[src/rtl/fpmul_arbiter.sv]
// fpmul_arbiter: round-robin sharing of one non-pipelined binary64 multiplier with a result watchdog
module fpmul_arbiter #(
  parameter int NUM_REQ = 4,
  parameter int TIMEOUT = 255
) (
  input  logic                  clock,
  input  logic                  reset_n,
  input  logic [NUM_REQ-1:0]    req_valid,
  input  logic [64*NUM_REQ-1:0] req_a,
  input  logic [64*NUM_REQ-1:0] req_b,
  output logic [NUM_REQ-1:0]    req_ready,
  output logic [NUM_REQ-1:0]    resp_valid,
  output logic [63:0]           resp_data,
  output logic                  resp_timeout,
  output logic                  busy,
  output logic [63:0]           mul_a,
  output logic [63:0]           mul_b,
  output logic                  mul_ready_in,
  input  logic [63:0]           mul_out,
  input  logic                  mul_ready_out
);
  localparam int IW = $clog2(NUM_REQ);
  localparam int CW = $clog2(TIMEOUT + 1);
  localparam logic [63:0] QNAN = 64'h7FF8000000000000;
  typedef enum logic [1:0] {IDLE, WAIT, RESP} state_t;
  state_t state_q, state_d;
  logic [IW-1:0] last_q, last_d, grant, cand;
  logic [CW-1:0] cnt_q, cnt_d;
  logic rdy_prev_q, rise;
  logic [63:0] sel_a, sel_b;
  logic [NUM_REQ-1:0] req_ready_q, req_ready_d, resp_valid_q, resp_valid_d;
  logic [63:0] resp_data_q, resp_data_d, mul_a_q, mul_a_d, mul_b_q, mul_b_d;
  logic resp_timeout_q, resp_timeout_d, busy_q, busy_d, mul_ready_in_q, mul_ready_in_d;
  // pick the first pending requester after the last one served, wrapping around
  always_comb begin
    grant = last_q;
    cand = last_q;
    for (int k = NUM_REQ; k >= 1; k--) begin
      cand = IW'((int'(last_q) + k) % NUM_REQ);
      if (req_valid[cand]) grant = cand;
    end
  end
  // route the granted requester's operands toward the multiplier
  always_comb begin
    sel_a = '0;
    sel_b = '0;
    for (int k = 0; k < NUM_REQ; k++) begin
      if (grant == IW'(k)) begin
        sel_a = req_a[64*k +: 64];
        sel_b = req_b[64*k +: 64];
      end
    end
  end
  // completion is a fresh rising ready_out, ignored while the operation is still being issued
  assign rise = mul_ready_out & ~rdy_prev_q & ~mul_ready_in_q;
  // sequencer: next state, watchdog counter and next values of all registered outputs
  always_comb begin
    state_d = state_q;
    last_d = last_q;
    cnt_d = cnt_q;
    req_ready_d = '0;
    resp_valid_d = '0;
    mul_ready_in_d = 1'b0;
    mul_a_d = mul_a_q;
    mul_b_d = mul_b_q;
    resp_data_d = resp_data_q;
    resp_timeout_d = resp_timeout_q;
    case (state_q)
      IDLE: begin
        if (|req_valid) begin
          state_d = WAIT;
          last_d = grant;
          cnt_d = '0;
          mul_a_d = sel_a;
          mul_b_d = sel_b;
          req_ready_d = NUM_REQ'(1) << grant;
          mul_ready_in_d = 1'b1;
        end
      end
      WAIT: begin
        cnt_d = (mul_ready_in_q || cnt_q == CW'(TIMEOUT)) ? cnt_q : cnt_q + CW'(1);
        if (rise || cnt_q == CW'(TIMEOUT)) begin
          state_d = RESP;
          resp_valid_d = NUM_REQ'(1) << last_q;
          resp_data_d = rise ? mul_out : QNAN;
          resp_timeout_d = ~rise;
        end
      end
      RESP: state_d = IDLE;
      default: state_d = IDLE;
    endcase
    busy_d = (state_d != IDLE);
  end
  // state and output registers with synchronous active-low reset
  always_ff @(posedge clock) begin
    if (!reset_n) begin
      state_q <= IDLE;
      last_q <= IW'(NUM_REQ - 1);
      cnt_q <= '0;
      rdy_prev_q <= 1'b0;
      req_ready_q <= '0;
      resp_valid_q <= '0;
      resp_data_q <= '0;
      resp_timeout_q <= 1'b0;
      busy_q <= 1'b0;
      mul_a_q <= '0;
      mul_b_q <= '0;
      mul_ready_in_q <= 1'b0;
    end else begin
      state_q <= state_d;
      last_q <= last_d;
      cnt_q <= cnt_d;
      rdy_prev_q <= mul_ready_out;
      req_ready_q <= req_ready_d;
      resp_valid_q <= resp_valid_d;
      resp_data_q <= resp_data_d;
      resp_timeout_q <= resp_timeout_d;
      busy_q <= busy_d;
      mul_a_q <= mul_a_d;
      mul_b_q <= mul_b_d;
      mul_ready_in_q <= mul_ready_in_d;
    end
  end
  assign req_ready = req_ready_q;
  assign resp_valid = resp_valid_q;
  assign resp_data = resp_data_q;
  assign resp_timeout = resp_timeout_q;
  assign busy = busy_q;
  assign mul_a = mul_a_q;
  assign mul_b = mul_b_q;
  assign mul_ready_in = mul_ready_in_q;
endmodule
[config.mk]
export PLATFORM = sky130hd
export DESIGN_NAME = fpmul_arbiter
export DESIGN_NICKNAME = d
export VERILOG_FILES = /design/src/rtl/fpmul_arbiter.sv
export SDC_FILE = /design/constraint.sdc
export NUM_CORES = 1
export LEC_CHECK = 0
export CORE_AREA = 3 3 304 306
export DETAILED_ROUTE_END_ITERATION = 10
export DIE_AREA = 0 0 307 309
export PLACE_DENSITY = 0.47
export SLEW_MARGIN = 40
export SYNTH_ARGS = -nofsm -noshare
export SYNTH_HDL_FRONTEND = slang
export SYNTH_SLANG_ARGS = --single-unit
[constraint.sdc]
create_clock -name clock -period 1.9 [get_ports clock]
set_input_delay 0.38 -clock clock [delete_from_list [all_inputs] [get_ports clock]]
set_output_delay 0.38 -clock clock [all_outputs]
set_load 0.02 [all_outputs]
# --- Word level (Yosys, flattened, before mapping) ---
# Index checks and enable logic that the tools add are counted.
op_classes:
  multipliers: 0
  n_reduce_logical: 13
  muxes: 28
  addsub: 5
  bitwise: 5
  n_eq_ne: 7
  shifts: 2
  order_cmp: 4
  div: 0
op_table:
  columns: ["operator", "count"]
  rows:
  - ["64-bit 2-to-1 mux", 9]
  - ["8-bit 2-to-1 mux", 2]
  - ["8-bit case mux with 2 select lines", 1]
  - ["2-bit by 3-bit less-than comparator with 1-bit output (second input constant)", 4]
  - ["2-bit 2-to-1 mux", 6]
  - ["3-bit AND reduction", 3]
  - ["8-bit by 1-bit adder with 8-bit output (second input constant)", 1]
  - ["1-bit binary-select mux with 2-bit select", 4]
  - ["8-bit equality test (second input constant)", 1]
  - ["1-bit by 2-bit left shift with 4-bit output (first input constant)", 2]
  - ["2-bit AND reduction", 3]
  - ["1-bit 2-to-1 mux", 5]
  - ["2-bit by 1-bit adder with 2-bit output (second input constant)", 2]
  - ["2-bit adder (second input constant)", 2]
  - ["2-bit by 1-bit equality test with 1-bit output (second input constant)", 2]
  - ["2-bit equality test (second input constant)", 2]
  - ["2-bit logical NOT", 2]
  - ["2-bit != test (second input constant)", 2]
  - ["2-bit case mux with 2 select lines", 1]
  - ["2-bit nonzero test", 2]
  - ["4-bit OR reduction", 1]
  - ["1-bit inverter", 3]
  - ["1-bit AND", 2]
  - ["1-bit logical OR", 2]
totals:
  memories: 0
  ramBits: 0
  mem_bits_ro: 0
  input_bits: 583
  latchBits: 0
  ff_bits: 216

# --- Logic depth before layout (Yosys ltp) ---
# Gate-level depths: netlist of the first run.
logic_depth:
  word_depth: 12
  depth_mapped: 9
  ltp_nobuf: 6

# --- Worst setup path after synthesis of the first run ---
# OpenSTA, ideal clock, no wires.
synth_timing:
  kind: "register -> register"
  from: "reg last_q[0]"
  to: "reg mul_a_q[12], in the netlist mul_a[12]"
  arrival_time_ns: 1.632
  setup_slack_ns: 0.151
  stages_incl_launch_ff: 8
  t_required_ns: 1.783
  period_less_slack_ns: 1.749
  path_cell_list: "dfxtp_1 > buf_2 > or3b_1 > and3_1 > buf_2 > buf_2 > a21o_1 > a32o_1"
synth_between:
  elab_chain_len: 12
synth_lines:
  columns: ["item", "line_no", "rtl"]
  rows:
  - ["start, declared", "27", "logic [IW-1:0] last_q, last_d, grant, cand;"]
  - ["start signal, assigned", "98", "last_q <= IW'(NUM_REQ - 1);"]
  - ["start signal, assigned", "111", "last_q <= last_d;"]
  - ["2-bit by 1-bit adder with 2-bit output", "39", "cand = IW'((int'(last_q) + k) % NUM_REQ);"]
  - ["1-bit binary-select mux with 2-bit select", "40", "if (req_valid[cand]) grant = cand;"]
  - ["1-bit 2-to-1 mux (implied by the code)", "40", null]
  - ["2-bit 2-to-1 mux (3 in series)", "40", null]
  - ["2-bit 2-to-1 mux *", "40", null]
  - ["2-bit logical NOT", "48", "if (grant == IW'(k)) begin"]
  - ["64-bit 2-to-1 mux (3 in series)", "48", null]
  - ["64-bit 2-to-1 mux *", "48", null]
  - ["end signal, assigned", "119", "mul_a_q <= mul_a_d;"]
  - ["end, declared", "32", "logic [63:0] resp_data_q, resp_data_d, mul_a_q, mul_a_d, mul_b_q, mul_b_d;"]
# Every way passes the cells marked *; elsewhere a longest branch is shown, timed or not. The select of a mux whose other input is x is not followed.
# A chain may end at the register's enable or synchronous reset.

# --- Worst setup path in the final report of the first run ---
layout_timing:
  from: "reg last_q[0]"
  to: "reg mul_a_q[3], in the netlist mul_a[3]"
# Same word-level chain as after synthesis.

==> results of run 1 <==
[power by group]
group / internal [mW] / switching [mW] / leakage, nW / total [mW]
Combinational: 4.69 / 4.85 / 7.16 / 9.54
Clock: 3.33 / 2.32 / 0.464 / 5.65
Sequential: 5.13 / 0.339 / 1.78 / 5.47
Total: 13.1 / 7.51 / 9.40 / 20.7
[layer usage]
metal / global-route usage / share of wire / vias to the layer above
met5: 0 / 0.0010 / -
met2: 0.271 / 0.50 / 700
li1: - / - / 6627
met3: 0.0474 / 0.089 / 122
met4: 0.0435 / 0.026 / 14
met1: 0.171 / 0.38 / 6995
[Yosys cell counts, drive strengths merged (2+ instances only)]
master / instances
nor3: 221
dfxtp: 216
nand2: 169
o221ai: 122
o31ai: 96
buf: 80
clkbuf: 61
nor2b: 55
a22oi: 52
o21ai: 36
o2bb2ai: 27
nor2: 17
o221a: 12
nand3: 9
a21o: 7
or3: 7
a21oi: 6
a32o: 6
o21a: 6
xnor2: 6
a21boi: 5
nand2b: 5
and2: 3
inv: 3
nor3b: 3
o211ai: 3
a211oi: 2
a31oi: 2
and2b: 2
and3: 2
or2: 2
[layout make-up]
type | count | area, µm² | area share
Antenna cell | 7 | 17.5 | 0.000701
Clock buffer | 48 | 900 | 0.0360
Clock inverter | 5 | 52.6 | 0.00210
Inverter | 3 | 23.8 | 0.000951
Multi-Input combinational cell | 892 | 7350 | 0.294
Sequential cell | 216 | 4330 | 0.173
Tap cell | 1176 | 1470 | 0.0589
Timing Repair Buffer | 1008 | 10900 | 0.434
[worst paths after layout]
check                              start                    endpoint  slack, ps  cells after the start
setup / recovery  last_q[0]$_SDFFE_PN1P_       mul_a[3]$_SDFFE_PN0P_       -180                      9
hold reg to reg   mul_a[35]$_SDFFE_PN0P_      mul_a[35]$_SDFFE_PN0P_        450                      2
setup reg to reg  last_q[0]$_SDFFE_PN1P_       mul_a[3]$_SDFFE_PN0P_       -180                      9
hold / removal                   reset_n  resp_data[51]$_SDFFE_PN0P_        360                      3
[per-stage QoR]
| stage | setup TNS (ps) | total power, mW | hold WS [ps] | instances | worst slack [ps] |
|---|---|---|---|---|---|
| after floorplan | 0 | 8.61 | 469 | 1252 | 151 |
| after global placement | -105050 | 12.8 | 436 | 3200 | -852 |
| after detailed placement | -108150 | 12.8 | 449 | 3200 | -897 |
| after CTS | -7660 | 20.0 | 307 | 3321 | -177 |
| after global routing | -20850 | 21.6 | 349 | 3352 | -265 |
| final | -9860 | 20.7 | 364 | 3355 | -181 |
[repair_timing]
item,in CTS,in global routing
gates cloned,25,14
pin swaps,56,114
gates resized for setup,405,185
setup endpoints to repair,331,141
hold endpoints to repair,0,0
setup buffers,47,24
[sequential cells by signal, indices dropped and copies added (netlist names)]
name,count
rdy_prev_q,1
mul_ready_in,1
resp_valid,4
req_ready,4
mul_b,64
cnt_q,8
mul_a,64
resp_timeout,1
busy,1
resp_data,64
state_q,2
last_q,2
[cells by family after synthesis]
family,after synthesis
flops,216
buf+inv,144
simple gates,499
fa+ha+maj,1
xor+xnor,7
compound gates,385
[worst max-delay path, cell delays in order, from the launching register on]
cell and delay [ps]:
dfxtp_2 340, buf_4 110, buf_4 100, nor2b_4 40
o21ai_4 200, nand2_8 100, buf_4 160, bufbuf_16 270
or3_4 380, a32o_1 260
==> flow_summary.ini, run 1 <==
[synthesis]
ys_types = 57
syn_area_mm2 = 0.0109
synth_top_family_by_area = compound AO/OA/AOI/OAI gates
synth-xor-area-share = 0.00565
synth_cells = 1252
yosysTopAreaCell = dfxtp_1
yosys-top-cells-area = dfxtp_1 (40%), nor3_1 (10%), o221ai_1 (9.8%)
syn-num-nets = 1836
synth_edf_count = 0
synth_top_area_frac = 0.398
ys_seq_area_frac = 0.398
async_flop_share = 0
synth_fa_ha_area_frac = 0.00115
synthMuxAreaShare = 0
synth-compound-area-share = 0.306
yosys.area_share.simple = 0.222
ys_ff_latch = 216
ys_warn_count = 0
syn_area_per_cell_um2 = 8.67
yosys_most_used_dff = dfxtp_1

[floorplan]
core_mm2 = 0.0899
io_pins = 786
die_w_um = 307
rows = 110
start_util = 0.121
dieArea_mm2 = 0.0949
die_h_um = 309

[sta]
fin_crit_ps = 2080
rsz0062_at_grt = yes
min_period_over_period = 1.10
clock_skew_ps = 13.5
slew_headroom = 0.698
maxSlewViolCount = 0
tightest_slew_ps = 452
hold_viol = 0
setup_ws_ps = -181
finalSetupViolCount = 114
fmax_mhz = 481

[global_routing]
track_usage = 0.151
grt_max_degree = 51
antenna_found_initial = 18
grt.overflow.total = 0
grt_pass1_wl_mm = 107
grt_pass1_vias = 15249

[route]
ant_nets = 0
drc = 0
drt-wirelength-per-cell_um = 23.7
via_count = 14458
first_iter_violations = 980
firstDrtPassIters = 7
wl_mm = 79.6
viasPerCell = 4.31

[setup_path]
crit_fanout = 5
cp-start-kind = register
arrival_ps = 2540
critical_path_class = reg2reg
cp-end-kind = register
required_ps = 2360

[cts]
htree_num_levels = 1
clk_pin_slew_ps = 60
numCtsBuffers = 30
cts_buffer_depth = 3
clock_latency_ps = 580
ctsRootBufferMaster = clkbuf_16
cts_tree = built
cts-hold-fix-buffers = 0
clock-sinks = 216

[place]
placed_area_mm2 = 0.0209
routabilityCongestion = 0.920
hpwl_mm = 53.4
io_buffers = 785

[outcome]
status = finished, violations left
violations = setup timing

[layout]
fin_util = 0.278
syn_to_final_growth_pct = 130
final_common_cell = clkdlybuf4s50_1
final_nets = 2735
num-fill-cells = 9508
drive_above_1_share = 0.243
stdcell_area_mm2 = 0.0250
layout_common_cells = clkdlybuf4s50_1 (577), dfxtp_1 (215), dlygate4sd2_1 (205)

[power_and_ir_drop]
p_per_area_mw_per_mm2 = 826
p_leak_nw = 9.40
peakVddDrop_uv = 611

[min_path]
hold_path.class = in2reg

[job]
max-cap-violations = 0
(Power assumes the default switching activity.)
==> run 2, diff against run 1 <==
Settings changed: CAP_MARGIN set to 20, GPL_TIMING_DRIVEN set to 0.
==> run 2 against run 1 <==
Effect of this change:
- the run still ends with setup timing left
- via count is essentially flat
- combinational power grew 12%
- register-to-register slack improved by 20 ps
- fmax grew 0.75%
- critical path depth grew 1
- final cell count grew 0.80%
- sequential share of layout area is 0.97 points lower
- clock power grew 2%
- wire length grew 10%
- die area stayed put
- setup slack better by 15 ps
- power increased by 6.4%
- highest routed layer unchanged
==> flow_summary.ini, run 2 (synthesis results as in run 1) <==
[sta]
hold_viol = 0
fmax_mhz = 484
clock_skew_ps = 21.9
finalSetupViolCount = 119
maxSlewViolCount = 0
slew_headroom = 0.409
fin_crit_ps = 2070
tightest_slew_ps = 886
min_period_over_period = 1.09
rsz0062_at_grt = yes
setup_ws_ps = -166

[floorplan]
die_h_um = 309
io_pins = 786
core_mm2 = 0.0899
die_w_um = 307
rows = 110
start_util = 0.121
dieArea_mm2 = 0.0949

[cts]
clk_pin_slew_ps = 60
clock_latency_ps = 600
numCtsBuffers = 29
clock-sinks = 216
cts_buffer_depth = 3
cts_tree = built
htree_num_levels = 1
ctsRootBufferMaster = clkbuf_16

[power_and_ir_drop]
peakVddDrop_uv = 632
p_leak_nw = 9.82
switching_share = 0.378
p_per_area_mw_per_mm2 = 830
p_clk_frac = 0.263
pwr-share-comb = 0.489
power_frac_seq = 0.248
intPower_mw = 13.7
p_sw_mw = 8.30

[place]
pre_cts_slack_ps = -1540
routabilityCongestion = 0.883
hpwl_mm = 63.1
io_buffers = 784
dp_cells = 3212

[layout]
final_nets = 2764
final_common_cell = clkdlybuf4s50_1
syn_to_final_growth_pct = 144
drive_above_1_share = 0.295
num-fill-cells = 9486
finalNonFillerCells = 3382
register_area_mm2 = 0.00433
multi_input_area_mm2 = 0.00831
layout_common_cells = clkdlybuf4s50_1 (577), dfxtp_1 (214), dlygate4sd2_1 (204)

[route]
ant_nets = 0
first_iter_violations = 879
drt-wirelength-per-cell_um = 26.0
drc = 0
viasPerCell = 4.28
wl_mm = 87.8
via_count = 14463
firstDrtPassIters = 5

[setup_path]
cp-start-kind = register
slowest_delay_ps = 340
crit_fanout = 7
cpLargestDelayFamily = buffers and inverters
cp-end-kind = register
critical_path_class = reg2reg
path_buf_inv = 5
required_ps = 2360
crit_chain = and2b_2 > buf_6 > nor3_4 > and2b_4 > buf_12 > buf_16 > buf_12 > buf_16 > o221ai_1 > o31ai_1
cp_slowest_cell = dfxtp_2
arrival_ps = 2530

[global_routing]
use_met2 = 0.297
grt_pass1_vias = 14908
antenna_found_initial = 7
use_met3 = 0.0435
grt_max_degree = 16
met1_usage = 0.204
grt.overflow.total = 0
track_usage = 0.169
grt_pass1_wl_mm = 115
busiest_layer = met2

[min_path]
hold_path.class = in2reg

[job]
max-cap-violations = 0

[outcome]
status = finished, violations left
violations = setup timing
run 2: cell type report:
| type | instances | share of cell area |
|---|---|---|
| multi-input combinational | 894 | 0.314 |
| antenna | 4 | 0.000378 |
| clock inverter | 8 | 0.00430 |
| clock buffer | 45 | 0.0327 |
| inverter | 3 | 0.000945 |
| tap | 1176 | 0.0556 |
| timing repair buffer | 912 | 0.367 |
| buffer | 124 | 0.0619 |
| sequential | 216 | 0.163 |
run 2: final timing paths:
| path | from | to | slack (ps) | cells after the start |
|---|---|---|---|---|
| min reg2reg | mul_a[38]$_SDFFE_PN0P_ | mul_a[38]$_SDFFE_PN0P_ | 450 | 2 |
| max | last_q[0]$_SDFFE_PN1P_ | mul_a[42]$_SDFFE_PN0P_ | -170 | 10 |
| min | mul_ready_out | rdy_prev_q$_SDFF_PN0_ | 410 | 2 |
| max reg2reg | last_q[0]$_SDFFE_PN1P_ | mul_a[42]$_SDFFE_PN0P_ | -170 | 10 |
run 2: per-stage QoR:
stage                     area (µm²)  TNS [ps]  hold slack, ps  power (mW)  utilization
after floorplan                10900         0             469        8.61            -
after global placement         20200   -215780             434        12.8        0.224
after detailed placement       20200   -201290             438        12.7        0.225
after CTS                      24700    -15420             352        21.3        0.275
after global routing           26500    -17710             396        23.0        0.295
final                          26500     -7440             410        22.0        0.295
run 2: metal layers:
| metal | routed length, µm | vias up | share of wire |
|---|---|---|---|
| li1 | - | 6703 | - |
| met1 | 34800 | 7006 | 0.40 |
| met2 | 43900 | 636 | 0.50 |
| met3 | 6550 | 114 | 0.075 |
| met4 | 2500 | 4 | 0.029 |
| met5 | 25 | - | 0.00028 |
run 2: power groups by stage:
stage | clock (mW) | combinational (mW) | sequential, mW
6_report | 5.79 | 10.7 | 5.45
5_1_grt | 6.17 | 11.3 | 5.51
4_1_cts | 6.01 | 9.88 | 5.44
3_5_place_dp | 0 | 7.19 | 5.54
3_3_place_gp | 0 | 7.22 | 5.53
2_1_floorplan | 0 | 2.41 | 6.20
run 2: what timing repair did:
action,in CTS,in global routing
pin swaps,82,100
setup buffers,73,25
hold buffers,0,0
gates resized for setup,724,366
endpoints found under the setup margin,410,197
cloned,34,18
==> run 3, diff against run 2 <==
Settings changed: RECOVER_POWER set to 100.
==> run 3 against run 2 <==
Effect of this change:
- largest power group unchanged
- count of clock-buffer cells in the layout unchanged
- first-iteration DRC count decreased by 5.5%
- clock power about the same
- critical path depth decreased by 1
- register-to-register slack about the same
- the run still ends with setup timing left
- fmax about the same
- non-clock buffer count unchanged
==> flow_summary.ini, run 3 (synthesis results as in run 1) <==
[global_routing]
track_usage = 0.169
grt_max_degree = 16
grt.overflow.total = 0
antenna_found_initial = 7
grt_pass1_wl_mm = 115
grt_pass1_vias = 14908

[floorplan]
io_pins = 786
rows = 110
die_w_um = 307
start_util = 0.121
die_h_um = 309
core_mm2 = 0.0899
dieArea_mm2 = 0.0949

[layout]
fin_util = 0.294
multi_input_area_mm2 = 0.00829
layout_common_cells = clkdlybuf4s50_1 (577), dfxtp_1 (214), dlygate4sd2_1 (204)
num-fill-cells = 9495
syn_to_final_growth_pct = 144
stdcell_area_mm2 = 0.0264
final_common_cell = clkdlybuf4s50_1
register_area_mm2 = 0.00433
finalNonFillerCells = 3382
drive_above_1_share = 0.293
final_nets = 2764

[power_and_ir_drop]
switching_share = 0.378
p_per_area_mw_per_mm2 = 830
finalPower_mw = 22.0
p_sw_mw = 8.29
intPower_mw = 13.7
power_frac_seq = 0.248
peakVddDrop_uv = 632
pwr-share-comb = 0.488
p_clk_frac = 0.263
p_leak_nw = 9.81

[setup_path]
arrival_ps = 2540
timing.rr.start = last_q[1]$_SDFFE_PN1P_
timing.rr.end = mul_a[19]$_SDFFE_PN0P_
cp-end-kind = register
required_ps = 2380
rr_worst_depth = 9
cp-start-kind = register
crit_fanout = 10
critical_path_class = reg2reg
r2r_slack_ps = -160

[min_path]
worstHoldStart = mul_ready_out
hold_path_end = rdy_prev_q$_SDFF_PN0_
hold_path.class = in2reg
holdPathStages = 2

[cts]
numCtsBuffers = 29
cts_buffer_depth = 3
clk_pin_slew_ps = 60
clock-sinks = 216
clock_latency_ps = 600
ctsRootBufferMaster = clkbuf_16
cts_tree = built
htree_num_levels = 1

[sta]
maxSlewViolCount = 0
min_period_over_period = 1.09
hold_viol = 0
finalSetupViolCount = 122
slew_headroom = 0.406
fin_crit_ps = 2060
setup_tns_ps = -7590
setup_ws_ps = -165
whs_ps = 410
clock_skew_ps = 22.3
fmax_mhz = 484
rsz0062_at_grt = yes
tightest_slew_ps = 892

[route]
drt-wirelength-per-cell_um = 25.9
drc = 0
firstDrtPassIters = 5
via_count = 14503
ant_nets = 0
wl_mm = 87.7
first_iter_violations = 831
viasPerCell = 4.29

[outcome]
violations = setup timing
status = finished, violations left

[place]
placed_area_mm2 = 0.0202
pre_cts_slack_ps = -1540
hpwl_mm = 63.1
routabilityCongestion = 0.883
dp_cells = 3212
io_buffers = 784

[job]
max-cap-violations = 0
run 3: how the worst max path moves through the flow:
stage | startpoint | end | slack [ps] | depth (start not counted)
3_3_place_gp | req_valid[1] | mul_a[1]$_SDFFE_PN0P_ | -1990 | 7
3_5_place_dp | req_valid[1] | mul_a[44]$_SDFFE_PN0P_ | -1540 | 8
5_1_grt | last_q[1]$_SDFFE_PN1P_ | mul_a[19]$_SDFFE_PN0P_ | -270 | 9
2_1_floorplan | last_q[0]$_SDFFE_PN1P_ | mul_a[12]$_SDFFE_PN0P_ | 150 | 7
6_report | last_q[1]$_SDFFE_PN1P_ | mul_a[19]$_SDFFE_PN0P_ | -160 | 9
4_1_cts | last_q[0]$_SDFFE_PN1P_ | mul_a[59]$_SDFFE_PN0P_ | -190 | 10
run 3: final cells by class:
class / count / area share
plain buffers: 124 / 0.0615
diodes: 4 / 0.000379
repair buffers: 912 / 0.367
flip-flops and latches: 216 / 0.164
clock inverters: 8 / 0.00431
multi-input cells: 894 / 0.313
inverters: 3 / 0.000946
well taps: 1176 / 0.0556
clock buffers: 45 / 0.0327
run 3: power by group through the flow:
stage	Combinational (mW)	Clock, mW	Sequential, mW
floorplan	2.41	0	6.20
global placement	7.22	0	5.53
detailed placement	7.19	0	5.54
CTS	9.88	6.01	5.44
global route	11.3	6.17	5.51
finish	10.7	5.78	5.45
run 3: layer usage:
metal	vias up	routed length, µm	global-route usage
met5	-	25	0
met3	114	6710	0.0435
met1	7018	34600	0.204
li1	6696	-	-
met2	671	43900	0.297
met4	4	2500	0.0430
run 3: critical path, stage by stage, from the launching register on:
cell and delay, ps:
dfxtp_2 350, buf_6 160, or3_4 440, nand2_8 100, buf_12 130, buf_16 160, buf_12 130, clkbuf_16 160
nor3_2 50, o31ai_1 250
run 3: repair_timing:
action / 4_1_cts / 5_1_grt
hold buffers: 0 / 0
gates cloned: 34 / 18
pin swaps: 82 / 100
setup endpoints to repair: 410 / 197
resized for setup: 724 / 366
setup buffers: 73 / 25
